## src/rtl/fp_op_initiator.sv

```systemverilog
// Drives one operation at a time through a strobe/ack floating-point unit.
// Each job has a cycle budget; a job that exceeds it completes with a NaN flagged as a timeout.
module fp_op_initiator #(
    parameter int TIMEOUT_CYCLES = 1024,
    parameter int CNT_W          = 11
) (
    input  logic        clk,
    input  logic        rst,
    input  logic        job_valid,
    output logic        job_ready,
    input  logic [31:0] job_a,
    input  logic [31:0] job_b,
    output logic        res_valid,
    input  logic        res_ready,
    output logic [31:0] res_z,
    output logic        res_timeout,
    output logic [31:0] input_a,
    output logic        input_a_stb,
    input  logic        input_a_ack,
    output logic [31:0] input_b,
    output logic        input_b_stb,
    input  logic        input_b_ack,
    input  logic [31:0] output_z,
    input  logic        output_z_stb,
    output logic        output_z_ack,
    output logic [15:0] job_count
);

    typedef enum logic [2:0] {
        IDLE   = 3'd0,
        SEND_A = 3'd1,
        SEND_B = 3'd2,
        WAIT_Z = 3'd3,
        DONE   = 3'd4
    } state_t;

    localparam logic [CNT_W-1:0] CNT_LAST = CNT_W'(TIMEOUT_CYCLES - 1);
    localparam logic [31:0]      ABORT_Z  = 32'h7FC0_0000;

    state_t            state_reg, state_next;
    logic [31:0]       a_reg, a_next;
    logic [31:0]       b_reg, b_next;
    logic [31:0]       z_reg, z_next;
    logic              timeout_reg, timeout_next;
    logic [CNT_W-1:0]  cnt_reg, cnt_next;
    logic              z_ack_reg, z_ack_next;
    logic [15:0]       job_count_reg, job_count_next;
    logic              do_abort;

    always_ff @(posedge clk or negedge rst) begin
        if (!rst) begin
            state_reg     <= IDLE;
            a_reg         <= '0;
            b_reg         <= '0;
            z_reg         <= '0;
            timeout_reg   <= 1'b0;
            cnt_reg       <= '0;
            z_ack_reg     <= 1'b0;
            job_count_reg <= '0;
        end else begin
            state_reg     <= state_next;
            a_reg         <= a_next;
            b_reg         <= b_next;
            z_reg         <= z_next;
            timeout_reg   <= timeout_next;
            cnt_reg       <= cnt_next;
            z_ack_reg     <= z_ack_next;
            job_count_reg <= job_count_next;
        end
    end

    // The awaited handshake is tested before the budget, so a handshake on the last allowed cycle wins.
    always_comb begin
        state_next     = state_reg;
        a_next         = a_reg;
        b_next         = b_reg;
        z_next         = z_reg;
        timeout_next   = timeout_reg;
        cnt_next       = cnt_reg;
        z_ack_next     = 1'b0;
        job_count_next = job_count_reg;
        do_abort       = 1'b0;

        case (state_reg)
            IDLE: begin
                if (job_valid) begin
                    a_next       = job_a;
                    b_next       = job_b;
                    cnt_next     = '0;
                    timeout_next = 1'b0;
                    state_next   = SEND_A;
                end
            end
            SEND_A: begin
                cnt_next = cnt_reg + CNT_W'(1);
                if (input_a_ack)
                    state_next = SEND_B;
                else if (cnt_reg == CNT_LAST)
                    do_abort = 1'b1;
            end
            SEND_B: begin
                cnt_next = cnt_reg + CNT_W'(1);
                if (input_b_ack)
                    state_next = WAIT_Z;
                else if (cnt_reg == CNT_LAST)
                    do_abort = 1'b1;
            end
            WAIT_Z: begin
                cnt_next = cnt_reg + CNT_W'(1);
                if (output_z_stb) begin
                    z_next         = output_z;
                    z_ack_next     = 1'b1;
                    job_count_next = job_count_reg + 16'd1;
                    state_next     = DONE;
                end else if (cnt_reg == CNT_LAST) begin
                    do_abort = 1'b1;
                end
            end
            DONE: begin
                if (res_ready)
                    state_next = IDLE;
            end
            default: state_next = IDLE;
        endcase

        if (do_abort) begin
            state_next   = DONE;
            timeout_next = 1'b1;
            z_next       = ABORT_Z;
        end
    end

    assign job_ready    = (state_reg == IDLE);
    assign res_valid    = (state_reg == DONE);
    assign res_z        = z_reg;
    assign res_timeout  = timeout_reg;
    assign input_a      = a_reg;
    assign input_a_stb  = (state_reg == SEND_A);
    assign input_b      = b_reg;
    assign input_b_stb  = (state_reg == SEND_B);
    assign output_z_ack = z_ack_reg;
    assign job_count    = job_count_reg;

endmodule

```

## config.mk

```make
export PLATFORM = sky130hd
export DESIGN_NAME = fp_op_initiator
export DESIGN_NICKNAME = d
export VERILOG_FILES = /design/src/rtl/fp_op_initiator.sv
export SDC_FILE = /design/constraint.sdc
export NUM_CORES = 1
export LEC_CHECK = 0
export CORE_AREA = 10 10 132 134
export DETAILED_ROUTE_END_ITERATION = 6
export DIE_AREA = 0 0 142 144
export PLACE_DENSITY = 0.78
export SYNTH_ARGS = -nofsm -noshare
export SYNTH_HDL_FRONTEND = slang
export SYNTH_SLANG_ARGS = --single-unit
```

## constraint.sdc

```tcl
create_clock -name clk -period 1.57 [get_ports clk]
set_input_delay 0.3925 -clock clk [delete_from_list [all_inputs] [get_ports clk]]
set_output_delay 0.3925 -clock clk [all_outputs]
set_load 0.005 [all_outputs]
```

==> flow_metrics.py <==
metrics = {
    "synth": {
        "synth.area.top_cells": "dfrtp_1, mux2_1, nand2_1",
        "seq_area_frac_synth_pct": 60.8,
        "synth_compound_area_share_pct": 3.92,
        "muxShareOfSynthArea_pct": 14.3,
        "synth_xor_area_share_pct": 3.66,
        "synthCells": 432,
        "synth-seq-cells": 128,
        "synth_warnings": 0,
        "synthSimpleGateAreaFrac_pct": 14.0,
        "syn-num-nets": 537,
        "synth_top_family_by_area": "multiplexers",
        "yosys.area_share.adder_pct": 0.475,
        "netlist_area_um2": 5270,
        "syn-mean-instance-area_um2": 12.2,
        "synth_cell_type_count": 42,
        "synth_top_cell_by_area": "dfrtp_1",
        "synth_top_cell_area_share_pct": 60.8,
    },
    "cts": {
        "cts_buffers": 17,
        "htreeDepth": 4,
        "root_buffer": "clkbuf_16",
        "cts_max_path_buffers": 2,
        "clk_latency_ns": 0.41,
        "clkSinkCount": 128,
        "cts_tree": "yes",
        "clkTransAtPathRegs_ns": 0.06,
    },
    "placed_design": {
        "placed_cell_area_um2": 7980,
        "dp.final_hpwl_um": 12000,
        "port_buffers": 220,
        "gp_congestion": 0.782,
    },
    "critical_path": {
        "critPathMaxFanout": 7,
        "reg2reg_to": "input_b[10]",
        "crit_top_cell": "buf_8",
        "start_kind": "flip-flop",
        "worstPathArrival_ns": 2.13,
        "cpLargestDelayFamily": "buffers and inverters",
        "cpPeakStageDelay_ns": 0.44,
        "reg2reg_depth": 7,
        "worst-path-buf-inv": 4,
        "rr_startpoint": "state_reg[0]",
        "path_cells": "buf_6, nor3_4, and2_4, buf_12, buf_8, buf_8, mux2_4",
        "cp-end-kind": "flip-flop",
        "worst-setup-path-type": "reg2reg",
        "required_ns": 1.86,
        "worst_path_max_delay_cell": "dfrtp_2",
        "r2r_slack_ns": -0.27,
    },
    "die": {
        "die_w_um": 142,
        "initial_core_util_pct": 35.4,
        "dieHeight_um": 144,
        "num_rows": 45,
        "core-area_um2": 14900,
        "ioPinCount": 221,
        "die_area_um2": 20400,
    },
    "timing": {
        "setup_tns_ns": -21.07,
        "period_needed_ns": 1.84,
        "timing.final.crit_share_pct": 117,
        "hold_viol_final": 0,
        "setup_ws_ns": -0.269,
        "report.final.slew_viol_count": 0,
        "fmax_mhz": 544,
        "worst_pin_slew_ns": 0.349,
        "worst_clock_skew_ns": 0.00751,
        "rsz0062_at_grt": "true",
        "slew_headroom_pct": 76.0,
        "setup_viol": 123,
    },
    "finish": {
        "mostFrequentLayoutCell": "dfrtp_1",
        "drive_gt1_share_pct": 33.8,
        "layout_common_cells": "dfrtp_1, dlygate4sd2_1, clkdlybuf4s50_1",
        "fin_area_um2": 9700,
        "syn2layout_area_growth_pct": 84.2,
        "fin_nets": 841,
        "antenna_cells": 0,
    },
    "hold_path": {
        "worst_hold_path_type": "in2async",
    },
    "route": {
        "drt-total-wl_um": 18700,
        "ant_nets": 0,
        "drt-vias-per-instance": 4.94,
        "drt-pass1-iter-count": 4,
        "vias": 4624,
        "drt_iter0_drc": 297,
        "drc_errors": 0,
        "wl_per_cell_um": 20.0,
    },
    "grt": {
        "grt.total_usage_pct": 17.2,
        "grt_pass1_vias": 4977,
        "grt_pass1_wl_um": 28000,
        "grt_max_degree": 50,
        "grt_overflow": 0,
        "antenna_found_initial": 0,
    },
    "pwr": {
        "peakVddDrop_mv": 0.896,
        "p_seq_share_pct": 32.0,
        "p_clk_share_pct": 24.7,
        "p_sw_w": 0.00532,
        "combPwrFrac_pct": 43.3,
        "p_leak_nw": 4.59,
        "powerDensity_nw_per_um2": 1800,
        "netSwitchingFraction_pct": 30.5,
        "p_int_w": 0.0121,
    },
    "job": {
        "drv_cap": 0,
    },
    "outcome": {
        "outcome": "finished, violations left",
        "violations": "setup timing",
    },
}
[cell type report]
type                            instances  area [um^2]
Fill cell                            1115         5160
Sequential cell                       128         3210
Timing Repair Buffer                  307         3090
Multi-Input combinational cell        277         2490
Clock buffer                           18          439
Tap cell                              188          235
Clock inverter                         13          211
Inverter                                5         21.3
[cells by family (layout without fill, tap and decap cells)]
logic type,after synthesis,in the layout
DFF,128,128
xor gates and xnor gates,22,22
AOI/OAI and AO/OA,37,37
muxes,67,67
and+or+nand+nor,148,149
adders and majority gates,2,2
buffers and inverters,28,343
[layer usage]
metal,up-vias,share of wire (%),track usage [%]
met5,-,0,0
met4,0,1.6,5.49
met2,206,50,28.4
met3,32,9.6,8.23
li1,2095,-,-
met1,2291,39,19.3
[stage by stage]
step | setup WS, ns | power, W | hold WS, ns | std cells | util (%)
final | -0.269 | 0.0174 | 0.388 | 936 | 65.3
after global routing | -0.317 | 0.0185 | 0.403 | 936 | 65.3
after CTS | -0.228 | 0.0167 | 0.379 | 927 | 62.2
after detailed placement | -0.363 | 0.0119 | 0.267 | 859 | 53.7
after global placement | -0.318 | 0.0116 | 0.265 | 859 | 53.7
after floorplan | 0.0243 | 0.00782 | 0.0969 | 432 | -
[worst max path at each step]
stage | depth (start not counted) | to | slack, ns | from
after floorplan | 6 | res_z[10] | 0.02 | state_reg[2]
after global routing | 7 | res_z[29] | -0.32 | state_reg[2]
after CTS | 3 | job_ready | -0.23 | state_reg[2]
final | 7 | input_b[10] | -0.27 | state_reg[0]
after global placement | 5 | res_timeout | -0.32 | input_a_ack
after detailed placement | 5 | res_z[25] | -0.36 | output_z_stb
[power by group through the flow]
stage,logic (W),clock network (W),registers [W]
floorplan,0.00223,0,0.00558
global placement,0.00611,0,0.00553
detailed placement,0.00631,0,0.00561
CTS,0.00676,0.00440,0.00552
global route,0.00818,0.00455,0.00576
finish,0.00755,0.00430,0.00559
[cells in the mapped netlist, drive strengths merged]
library cell	number
and3	2
nor2b	1
or2	2
a21oi	27
and2	3
mux2	65
nor4	3
nor4b	3
mux2i	2
a211oi	1
clkbuf	4
o21ai	4
and4	2
a31o	1
o31ai	1
o211ai	1
nor2	13
nor3	7
inv	5
or3	3
nand4	7
xor2	6
nand2	78
nor3b	5
dfrtp	128
a311oi	1
buf	19
nand4b	3
a31oi	1
xnor2	16
nand3	16
ha	2
[timing repair]
item / 4_1_cts / 5_1_grt
pin swaps: 27 / 17
hold buffers: 1 / 0
resized for setup: 227 / 71
setup endpoints to repair: 237 / 131
endpoints found under the hold margin: 10 / 0
buffers inserted: 31 / 6
cloned: 5 / 5
Power figures use the tool's default switching activity.
